<file path="src/rtl/gen_arb_pkg.sv">
// Shared types and helpers for the generic arbiter family.
package gen_arb_pkg;

    typedef enum logic [1:0] {
        IDLE = 2'd0,
        GNT  = 2'd1,
        HOLD = 2'd2
    } arb_state_t;

    localparam int unsigned ONEHOT_MAX_W = 64;

    // OR-encoder: exact for one-hot input, 0 for an all-zero input.
    function automatic int unsigned onehot_to_idx(input logic [ONEHOT_MAX_W-1:0] oh);
        int unsigned idx;
        idx = 0;
        for (int i = 0; i < int'(ONEHOT_MAX_W); i++) begin
            if (oh[i]) idx = idx | unsigned'(i);
        end
        return idx;
    endfunction

endpackage

</file>
<file path="src/rtl/gen_arb_rr_if.sv">
// Request/grant bundle between requesters and the round-robin arbiter.
// The lock bus exists only when GEN_ARB_RR_LOCK_EN is defined.
interface gen_arb_rr_if #(
    parameter int unsigned WID = 16
);
    localparam int unsigned IDX_WID = $clog2(WID);

    logic [WID-1:0]     rqsts;
    logic [WID-1:0]     grnts;
    logic               grnt_vld;
    logic [IDX_WID-1:0] grnt_idx;

`ifdef GEN_ARB_RR_LOCK_EN
    logic [WID-1:0]     lock;

    modport master (output rqsts, output lock, input grnts, input grnt_vld, input grnt_idx);
    modport slave  (input rqsts, input lock, output grnts, output grnt_vld, output grnt_idx);
`else
    modport master (output rqsts, input grnts, input grnt_vld, input grnt_idx);
    modport slave  (input rqsts, output grnts, output grnt_vld, output grnt_idx);
`endif

endinterface

</file>
<file path="src/rtl/gen_arb_rr_pick.sv">
// Combinational rotating-priority pick: first request at or above ptr,
// otherwise the lowest request overall.
module gen_arb_rr_pick
    import gen_arb_pkg::*;
#(
    parameter int unsigned WID     = 16,
    parameter int unsigned IDX_WID = $clog2(WID)
) (
    input  logic [WID-1:0]     rqsts,
    input  logic [IDX_WID-1:0] ptr,
    output logic [WID-1:0]     pick_oh_c,
    output logic [IDX_WID-1:0] pick_idx_c
);

    logic [WID-1:0] masked;
    logic [WID-1:0] oh_masked;
    logic [WID-1:0] oh_plain;
    logic           found_masked;
    logic           found_plain;

    always_comb begin
        masked       = '0;
        oh_masked    = '0;
        oh_plain     = '0;
        found_masked = 1'b0;
        found_plain  = 1'b0;
        for (int i = 0; i < int'(WID); i++) begin
            masked[i] = rqsts[i] && (i >= int'(ptr));
        end
        for (int i = 0; i < int'(WID); i++) begin
            if (masked[i] && !found_masked) begin
                oh_masked[i] = 1'b1;
                found_masked = 1'b1;
            end
            if (rqsts[i] && !found_plain) begin
                oh_plain[i] = 1'b1;
                found_plain = 1'b1;
            end
        end
        pick_oh_c  = found_masked ? oh_masked : oh_plain;
        pick_idx_c = IDX_WID'(onehot_to_idx(ONEHOT_MAX_W'(pick_oh_c)));
    end

endmodule

</file>
<file path="src/rtl/gen_arb_rr_top.sv">
// Registered round-robin arbiter. Define GEN_ARB_RR_LOCK_EN to add the
// lock bus, the HOLD state and the MAX_HOLD-bounded hold counter.
module gen_arb_rr_top
    import gen_arb_pkg::*;
#(
    parameter int unsigned WID      = 16,
    parameter int unsigned MAX_HOLD = 8
) (
    input  logic        clk,
    input  logic        rst,
    gen_arb_rr_if.slave bus
);

    localparam int unsigned IDX_WID = $clog2(WID);

    if (WID < 2) begin : g_bad_wid
        $error("gen_arb_rr_top: WID must be at least 2");
    end
    if (MAX_HOLD > 65535) begin : g_bad_hold
        $error("gen_arb_rr_top: MAX_HOLD out of range");
    end

    arb_state_t         state_q, state_d;
    logic [WID-1:0]     grnts_q, grnts_d;
    logic [IDX_WID-1:0] grnt_idx_q, grnt_idx_d;
    logic [IDX_WID-1:0] ptr_q, ptr_d;
    logic [WID-1:0]     pick_oh_c;
    logic [IDX_WID-1:0] pick_idx_c;
    logic               pick_any_c;
    logic               keep_c;

    assign pick_any_c = |bus.rqsts;

    gen_arb_rr_pick #(
        .WID     (WID),
        .IDX_WID (IDX_WID)
    ) u_pick (
        .rqsts      (bus.rqsts),
        .ptr        (ptr_q),
        .pick_oh_c  (pick_oh_c),
        .pick_idx_c (pick_idx_c)
    );

`ifdef GEN_ARB_RR_LOCK_EN
    localparam int unsigned    HCW       = (MAX_HOLD == 0) ? 1 : $clog2(MAX_HOLD + 1);
    localparam logic [HCW-1:0] HOLD_LAST = (MAX_HOLD == 0) ? '0 : HCW'(MAX_HOLD - 1);

    logic [HCW-1:0] hold_cnt_q, hold_cnt_d;
    logic           lock_req_c;
    logic           hold_exit_c;

    // Keep the current grant while its owner requests and locks, up to the bound.
    assign lock_req_c  = bus.rqsts[grnt_idx_q] & bus.lock[grnt_idx_q];
    assign hold_exit_c = !lock_req_c || ((MAX_HOLD != 0) && (hold_cnt_q >= HOLD_LAST));
    assign keep_c      = ((state_q == GNT) && lock_req_c) || ((state_q == HOLD) && !hold_exit_c);

    always_comb begin
        hold_cnt_d = '0;
        if (keep_c) begin
            if (state_q == GNT)  hold_cnt_d = HCW'(1);
            else if (&hold_cnt_q) hold_cnt_d = hold_cnt_q;
            else                  hold_cnt_d = hold_cnt_q + HCW'(1);
        end
    end

    always_ff @(posedge clk or posedge rst) begin
        if (rst) hold_cnt_q <= '0;
        else     hold_cnt_q <= hold_cnt_d;
    end
`else
    assign keep_c = 1'b0;
`endif

    always_ff @(posedge clk or posedge rst) begin
        if (rst) state_q <= IDLE;
        else     state_q <= state_d;
    end

    always_comb begin
        state_d = IDLE;
        if (keep_c)          state_d = HOLD;
        else if (pick_any_c) state_d = GNT;
    end

    // Next grant and pointer; the pointer moves only on a fresh grant.
    always_comb begin
        grnts_d    = pick_oh_c;
        grnt_idx_d = pick_idx_c;
        ptr_d      = ptr_q;
        if (keep_c) begin
            grnts_d    = grnts_q;
            grnt_idx_d = grnt_idx_q;
        end else if (pick_any_c) begin
            ptr_d = (pick_idx_c == IDX_WID'(WID - 1)) ? '0 : pick_idx_c + IDX_WID'(1);
        end
    end

    always_ff @(posedge clk or posedge rst) begin
        if (rst) begin
            grnts_q    <= '0;
            grnt_idx_q <= '0;
            ptr_q      <= '0;
        end else begin
            grnts_q    <= grnts_d;
            grnt_idx_q <= grnt_idx_d;
            ptr_q      <= ptr_d;
        end
    end

    assign bus.grnts    = grnts_q;
    assign bus.grnt_idx = grnt_idx_q;
    assign bus.grnt_vld = (state_q != IDLE);

endmodule

</file>
<file path="src/flat_wrapper.sv">
// flat-port wrapper written by rule: the top's interface ports become plain ports
module gen_arb_rr_top_flat import gen_arb_pkg::*;
#(
    parameter int unsigned WID      = 16,
    parameter int unsigned MAX_HOLD = 8
)
  (clk, rst, bus_rqsts, bus_grnts, bus_grnt_vld, bus_grnt_idx);
  gen_arb_rr_if #(.WID(WID)) bus_i ();
  input  logic clk;
  input  logic rst;
  input wire logic [$bits(bus_i.rqsts)-1:0] bus_rqsts;
  output wire logic [$bits(bus_i.grnts)-1:0] bus_grnts;
  output wire logic [$bits(bus_i.grnt_vld)-1:0] bus_grnt_vld;
  output wire logic [$bits(bus_i.grnt_idx)-1:0] bus_grnt_idx;
  assign bus_i.rqsts = bus_rqsts;
  assign bus_grnts = bus_i.grnts;
  assign bus_grnt_vld = bus_i.grnt_vld;
  assign bus_grnt_idx = bus_i.grnt_idx;
  gen_arb_rr_top #(.WID(WID), .MAX_HOLD(MAX_HOLD)) u_core (.clk(clk), .rst(rst), .bus(bus_i));
endmodule
</file>
<file path="config.mk">
export PLATFORM = sky130hd
export DESIGN_NAME = gen_arb_rr_top_flat
export DESIGN_NICKNAME = d
export VERILOG_FILES = /design/src/rtl/gen_arb_pkg.sv /design/src/rtl/gen_arb_rr_if.sv /design/src/rtl/gen_arb_rr_pick.sv /design/src/rtl/gen_arb_rr_top.sv /design/src/flat_wrapper.sv
export SDC_FILE = /design/constraint.sdc
export NUM_CORES = 1
export LEC_CHECK = 0
export BUFFER_PORTS_ARGS = -buffer_cell sky130_fd_sc_hd__buf_4
export CAP_MARGIN = 20
export CORE_MARGIN = 5
export CORE_UTILIZATION = 53
export DETAILED_ROUTE_END_ITERATION = 10
export PLACE_DENSITY = 0.8
export SYNTH_ARGS = -nofsm -noshare
export SYNTH_HDL_FRONTEND = slang
export SYNTH_SLANG_ARGS = --single-unit
</file>
<file path="constraint.sdc">
create_clock -name clk -period 3.8 [get_ports clk]
set_input_delay 0.57 -clock clk [delete_from_list [all_inputs] [get_ports clk]]
set_output_delay 0.57 -clock clk [all_outputs]
set_load 0.02 [all_outputs]
</file>
==> flow_summary.yaml, run 1 <==
global_route:
  grtUsageMet2_pct: 39.6
  grt_pass1_vias: 1581
  grt_start_max_net_pins: 26
  grt_first_pass_wirelength_um: 7480
  groute.layer.met3.usage_pct: 2.42
  grt.overflow.total: 0
  global_route.peak_usage_layer: "met2"
  antenna_found_initial: 0
  track_usage_pct: 22.5
  gr-usage-met1_pct: 28.0
routing:
  detail-route-antenna-nets: 0
  dr.pass1.iters: 5
  detail_route.wirelength_um: 4360
  vias: 1568
  detail_route.wl_per_cell_um: 17.8
  drt-initial-drc-count: 115
  drc: 0
  vias_per_cell: 6.40
cts:
  root_buffer: "sky130_fd_sc_hd__clkbuf_4"
  post-cts-setup-buffer-count: 0
  cts_repair_resize_count: 0
  cts_hold_repair.buffers: 0
  cts_made_buffers: 3
  clk-insertion-delay-late_ns: 0.30
  cts_tree: "built"
  htree_levels: 1
  cts-root-to-sink-buffers: 2
  clkSlewWorstSetupHoldPaths_ns: 0.12
  tritoncts_num_sinks: 25
synth:
  postSynthNetCount: 194
  post_synth_inst_count: 175
  number_of_unique_standard_cell_types_used_by_synthesis: 60
  synthesis.area_per_instance_um2: 9.02
  synth_ff_type: "sky130_fd_sc_hd__dfrtp_1"
  ys_seq_elements: 25
  synth_async_reset_ratio_pct: 100
  yosysWarnings: 0
  synth_area_um2: 1580
  ys_seq_area_share_pct: 39.7
  synth_enable_flop_cells: 0
setup_path:
  cp-startpoint: "u_core.ptr_q[2]"
  worst_path_dominant_cell_family: "compound AO/OA/AOI/OAI gates"
  critPathMaxFanout: 13
  timing.critical_path.slowest_stage_cell: "sky130_fd_sc_hd__dfrtp_1"
  timing.critical_path.from_type: "register"
  crit_arrival_ns: 3.63
  required_arrival_time_at_the_worst_endpoint_ns: 3.98
  register_to_register_setup_slack_ns: 0.35
  endpoint_kind: "register"
  cp_cell_sequence: "o21ai_0 > a32oi_1 > nand4_4 > nor3_1 > a22oi_1 > o211ai_1 > or3_4 > ha_1 > inv_1 > a31oi_1 > o311ai_1"
  cp_num_buf_inv: 1
  regToRegEndpoint: "u_core.ptr_q[3]"
  timing.setup.critical_path_class: "reg -> reg"
  worst_r2r_path_depth: 11
  r2r-start: "u_core.ptr_q[2]"
  slowest_delay_ns: 0.69
timing:
  grt_setup_unrepaired: "false"
  sum_of_negative_setup_slack_ns: 0
  finalSetupViolCount: 0
  whs_ns: 0.433
  slew_headroom_pct: 41.8
  tightestPinTransition_ns: 0.872
  timing.clock.skew_ns: 0.00286
  post_layout_minimum_cycle_time_ns: 3.45
  timing_max_transition_violations_final: 0
  report.final.hold_viol_count: 0
  fmax_mhz: 290
  period_share_pct: 90.7
final_layout:
  area_delta_synth_final_pct: 21.0
  final-seq-area_um2: 626
  multiInputGateArea_um2: 862
  post_layout_net_count: 234
  fraction_of_layout_cells_with_a_size_suffix_above_1_pct: 26.6
  fill_cells: 239
  num_antenna_cells: 0
  utilization_pct: 68.1
power:
  switching_share_pct: 45.6
  peak_vdd_ir_uv: 261
  intPower_w: 0.000662
  power.static_leakage_nw: 0.919
  net-switching-power_w: 0.000556
  p_seq_share_pct: 35.0
  total_power_w: 0.00122
  power.share.clock_pct: 9.2
  power.share.combinational_pct: 55.9
  cellPowerDensity_nw_per_um2: 638
floorplanning:
  die-area_um2: 4170
  die-width_um: 64.6
  core_area_um2: 2810
  io_pins: 39
  start_util_pct: 56.2
  die_h_um: 64.6
  placementRows: 19
status:
  status: "finished clean"
placed_design:
  place.gp.congestion: 0.915
  detailed_place_hpwl_um: 3430
  portBuffers: 38
worst_hold_path:
  timing.hold.worst.class: "in -> async"
run:
  max_cap_violations: 0
## placed cells by master, fill, tap and decap left out, types with 3 or more instances in the layout
cell,n
sky130_fd_sc_hd__dfrtp_1,25
sky130_fd_sc_hd__a21oi_1,5
sky130_fd_sc_hd__nand2b_1,6
sky130_fd_sc_hd__a41o_1,3
sky130_fd_sc_hd__a31oi_1,4
sky130_fd_sc_hd__clkbuf_4,3
sky130_fd_sc_hd__nor2_1,18
sky130_fd_sc_hd__o21ai_0,6
sky130_fd_sc_hd__o31ai_1,3
sky130_fd_sc_hd__nand2_1,13
sky130_fd_sc_hd__o211ai_1,5
sky130_fd_sc_hd__nor2b_1,5
sky130_fd_sc_hd__nor3_1,8
sky130_fd_sc_hd__buf_4,40
sky130_fd_sc_hd__nand3_1,3
sky130_fd_sc_hd__inv_1,14
## worst max-delay path by stage
stage                            endpoint  slack [ns]  cells after the start
after global routing      u_core.ptr_q[3]       0.005                     11
after floorplan           u_core.ptr_q[3]        0.94                     11
after detailed placement  u_core.ptr_q[3]        0.39                     12
after global placement    u_core.ptr_q[3]        0.59                     12
after CTS                 u_core.ptr_q[3]        0.46                     11
final                     u_core.ptr_q[3]        0.35                     11
## synthesized netlist by cell type (all sizes together), types with 2 or more instances
cell type,count,area [um^2]
o31ai,3,22.5
a21boi,2,15.0
or4,2,18.8
and3,2,12.5
nand3b,2,15.0
nor4,2,12.5
or3,2,17.5
nor4b,3,32.5
o211ai,5,37.5
a31oi,4,25.0
nand2b,7,51.3
o21ai,10,57.6
nand4,3,33.8
nand2,13,48.8
nor2b,5,31.3
nor2,19,78.8
inv,14,52.6
and2,2,12.5
or2,2,12.5
nand3,3,15.0
a21oi,7,50.1
dfrtp,25,626
nor3,10,60.1
a41o,3,30.0
buf,5,33.8
## sequential cells by signal (all words and copies together) (netlist names)
| name | flops |
|---|---|
| u_core.bus.grnt_idx | 4 |
| u_core.bus.grnts | 16 |
| u_core.ptr_q | 4 |
| u_core.state_q | 1 |
## worst reg2reg max path, cell delays in order, from the launching register on
cell                       delay (ns)
sky130_fd_sc_hd__dfrtp_1         0.69
sky130_fd_sc_hd__o21ai_0         0.27
sky130_fd_sc_hd__a32oi_1         0.40
sky130_fd_sc_hd__nand4_4         0.19
sky130_fd_sc_hd__nor3_1          0.59
sky130_fd_sc_hd__a22oi_1         0.17
sky130_fd_sc_hd__o211ai_1        0.25
sky130_fd_sc_hd__or3_4           0.18
sky130_fd_sc_hd__ha_1            0.16
sky130_fd_sc_hd__inv_1           0.04
sky130_fd_sc_hd__a31oi_1         0.24
sky130_fd_sc_hd__o311ai_1        0.16
## power groups by stage
stage,clock [W],sequential [W],combinational [W]
2_1_floorplan,0,0.000438,0.000448
3_3_place_gp,0,0.000423,0.000662
3_5_place_dp,0,0.000426,0.000675
4_1_cts,0.000114,0.000421,0.000676
5_1_grt,0.000125,0.000437,0.000748
6_report,0.000111,0.000426,0.000681
## logic make-up after synthesis
logic type | Yosys count | share of synthesized area, %
simple gates | 78 | 29.3
buf+inv | 20 | 5.71
flops | 25 | 39.7
fa+ha+maj | 1 | 0.793
compound gates | 51 | 24.6
## metal layers
| metal | vias up | wire, um |
|---|---|---|
| met5 | - | 0 |
| met4 | 0 | 76 |
| met3 | 10 | 307 |
| met2 | 87 | 2160 |
| met1 | 742 | 1810 |
| li1 | 729 | - |
## metrics by stage
step | instances | area, um^2 | worst slack [ns]
after floorplan | 175 | 1580 | 0.938
after detailed placement | 241 | 1880 | 0.394
final | 245 | 1910 | 0.353
after global routing | 245 | 1910 | 0.00490
after global placement | 241 | 1880 | 0.587
after CTS | 245 | 1910 | 0.463
## layout make-up
type | count | share of cell area, %
multi-input cells | 130 | 45.2
flip-flops and latches | 25 | 32.8
repair buffers | 40 | 15.7
inverters | 15 | 2.95
well taps | 31 | 2.03
clock buffers | 4 | 1.38
Note: power is estimated with default switching activity, not from simulation.
==> inputs of run 2 (changes only) <==
CORE_MARGIN = 10   (was 5)
CTS_CLUSTER_SIZE = 40   (was default)
GPL_TIMING_DRIVEN = 0   (was default)
==> run 2 against run 1 <==
Compared with the run above: flip-flop and latch count unchanged; setup slack improved by 0.16 ns; global-route usage is 6.5 points lower; die area up 33%; non-clock buffer count increased by 3; clock skew grew 0.0024 ns; clock power about the same; register-to-register slack better by 0.16 ns; count of clock-buffer cells in the layout did not move.
==> flow_summary.yaml, run 2 (synthesized netlist as in run 1, its figures left out) <==
status:
  status: "finished clean"
setup_path:
  critPathMostFrequentCell: "sky130_fd_sc_hd__inv_1"
  register_to_register_setup_slack_ns: 0.52
  cp_num_buf_inv: 2
  critPathMaxFanout: 7
  timing.critical_path.slowest_stage_cell: "sky130_fd_sc_hd__nor3_1"
  slowest_delay_ns: 0.64
  cp_cell_sequence: "inv_1 > a32oi_1 > nand4_4 > nor3_1 > a22oi_1 > o211ai_1 > or3_4 > ha_1 > inv_1 > a31oi_1 > o311ai_1"
  r2r-start: "u_core.ptr_q[3]"
  worst_r2r_path_depth: 11
  worst_path_dominant_cell_family: "compound AO/OA/AOI/OAI gates"
  crit_arrival_ns: 3.44
  endpoint_kind: "register"
  required_arrival_time_at_the_worst_endpoint_ns: 3.96
  timing.setup.critical_path_class: "reg -> reg"
  regToRegEndpoint: "u_core.ptr_q[3]"
  timing.critical_path.from_type: "register"
timing:
  fmax_mhz: 304
  post_layout_minimum_cycle_time_ns: 3.28
  timing.clock.skew_ns: 0.00530
  finalSetupViolCount: 0
  postLayoutSetupSlackWorst_ns: 0.515
  tightestPinTransition_ns: 0.879
  timing_max_transition_violations_final: 0
  period_share_pct: 86.4
  grt_setup_unrepaired: "false"
  sum_of_negative_setup_slack_ns: 0
  slew_headroom_pct: 41.3
  report.final.hold_viol_count: 0
global_route:
  antenna_found_initial: 0
  track_usage_pct: 16.0
  grt_pass1_vias: 1504
  grt_start_max_net_pins: 26
  grt_first_pass_wirelength_um: 7050
  grt.overflow.total: 0
final_layout:
  largest_reg_flops: 16
  fraction_of_layout_cells_with_a_size_suffix_above_1_pct: 27.6
  area_delta_synth_final_pct: 22.2
  post_layout_net_count: 237
  num_antenna_cells: 0
  most_common_cell_after_layout_fill_and_taps_aside: "sky130_fd_sc_hd__buf_4"
  final_cell_mix: "sky130_fd_sc_hd__buf_4, sky130_fd_sc_hd__dfrtp_1, sky130_fd_sc_hd__nor2_1, sky130_fd_sc_hd__inv_1, sky130_fd_sc_hd__nand2_1"
  fin_area_um2: 1930
  fill_cells: 245
run:
  max_cap_violations: 0
floorplanning:
  core_area_um2: 2810
  die-area_um2: 5560
  io_pins: 39
  placementRows: 19
  die_h_um: 74.6
  die-width_um: 74.6
  start_util_pct: 56.2
cts:
  htree_levels: 1
  root_buffer: "sky130_fd_sc_hd__clkbuf_4"
  cts_repair_resize_count: 0
  cts_tree: "built"
  tritoncts_num_sinks: 25
  clkSlewWorstSetupHoldPaths_ns: 0.12
  cts_hold_repair.buffers: 0
  cts_made_buffers: 3
  clk-insertion-delay-late_ns: 0.31
  post-cts-setup-buffer-count: 0
  cts-root-to-sink-buffers: 2
worst_hold_path:
  timing.hold.worst.class: "in -> async"
placed_design:
  place.gp.congestion: 0.942
  portBuffers: 38
  detailed_place_hpwl_um: 3500
  dpl-instance-area_um2: 1900
  place_ws_ns: 0.295
routing:
  highest_layer: "met4"
  dr.pass1.iters: 4
  vias_per_cell: 6.30
  drt-initial-drc-count: 177
  drc: 0
  detail_route.wl_per_cell_um: 17.8
  met2_wire_len_um: 2110
  detail-route-antenna-nets: 0
  detail_route.wirelength_um: 4400
  vias: 1563
  routedLengthMet1_um: 1820
  met3_length_um: 352
power:
  cellPowerDensity_nw_per_um2: 648
  peak_vdd_ir_uv: 277
  total_power_w: 0.00125
  power.static_leakage_nw: 0.931
-- run 2: cell type report --
class                   count  area (um^2)  area share [%]
plain buffers               5         33.8            1.75
clock buffers               4         26.3            1.36
inverters                  15         56.3            2.92
multi-input cells         130          862            44.7
flip-flops and latches     25          626            32.4
well taps                  31         38.8            2.01
repair buffers             38          285            14.8
-- run 2: power breakdown --
part | internal (W) | total (W) | switching (W)
Combinational | 0.000301 | 0.000763 | 0.000462
Sequential | 0.000341 | 0.000373 | 0.0000319
Clock | 0.0000410 | 0.000113 | 0.0000718
Total | 0.000683 | 0.00125 | 0.000566
-- run 2: routing by layer --
metal,vias to the layer above,GRT usage [%]
met3,15,1.99
met5,-,0
met4,0,7.98
met1,745,19.9
met2,70,26.5
li1,733,-
-- run 2: worst max-delay path by stage --
stage	start	endpoint	slack, ns	cells after the start
final	u_core.ptr_q[3]	u_core.ptr_q[3]	0.52	11
after global routing	u_core.ptr_q[2]	u_core.ptr_q[3]	0.27	12
after CTS	u_core.ptr_q[0]	u_core.ptr_q[3]	0.56	12
after detailed placement	bus_rqsts[5]	u_core.ptr_q[3]	0.30	12
after global placement	bus_rqsts[5]	u_core.ptr_q[3]	0.30	12
after floorplan	bus_rqsts[5]	u_core.ptr_q[3]	0.94	11
-- run 2: worst register-to-register path, cell delays in order, from the launching register on --
cell and delay [ns]:
sky130_fd_sc_hd__dfrtp_1 0.49, sky130_fd_sc_hd__inv_1 0.19, sky130_fd_sc_hd__a32oi_1 0.39, sky130_fd_sc_hd__nand4_4 0.20, sky130_fd_sc_hd__nor3_1 0.64, sky130_fd_sc_hd__a22oi_1 0.18
sky130_fd_sc_hd__o211ai_1 0.29, sky130_fd_sc_hd__or3_4 0.19, sky130_fd_sc_hd__ha_1 0.16, sky130_fd_sc_hd__inv_1 0.04, sky130_fd_sc_hd__a31oi_1 0.22, sky130_fd_sc_hd__o311ai_1 0.14
-- run 2: per-stage QoR --
step / cells / utilization, % / hold slack (ns)
floorplan: 175 / - / 0.597
global placement: 244 / 67.8 / 0.708
CTS: 248 / 68.7 / 0.455
finish: 248 / 68.7 / 0.435
detailed placement: 244 / 67.8 / 0.686
global route: 248 / 68.7 / 0.499
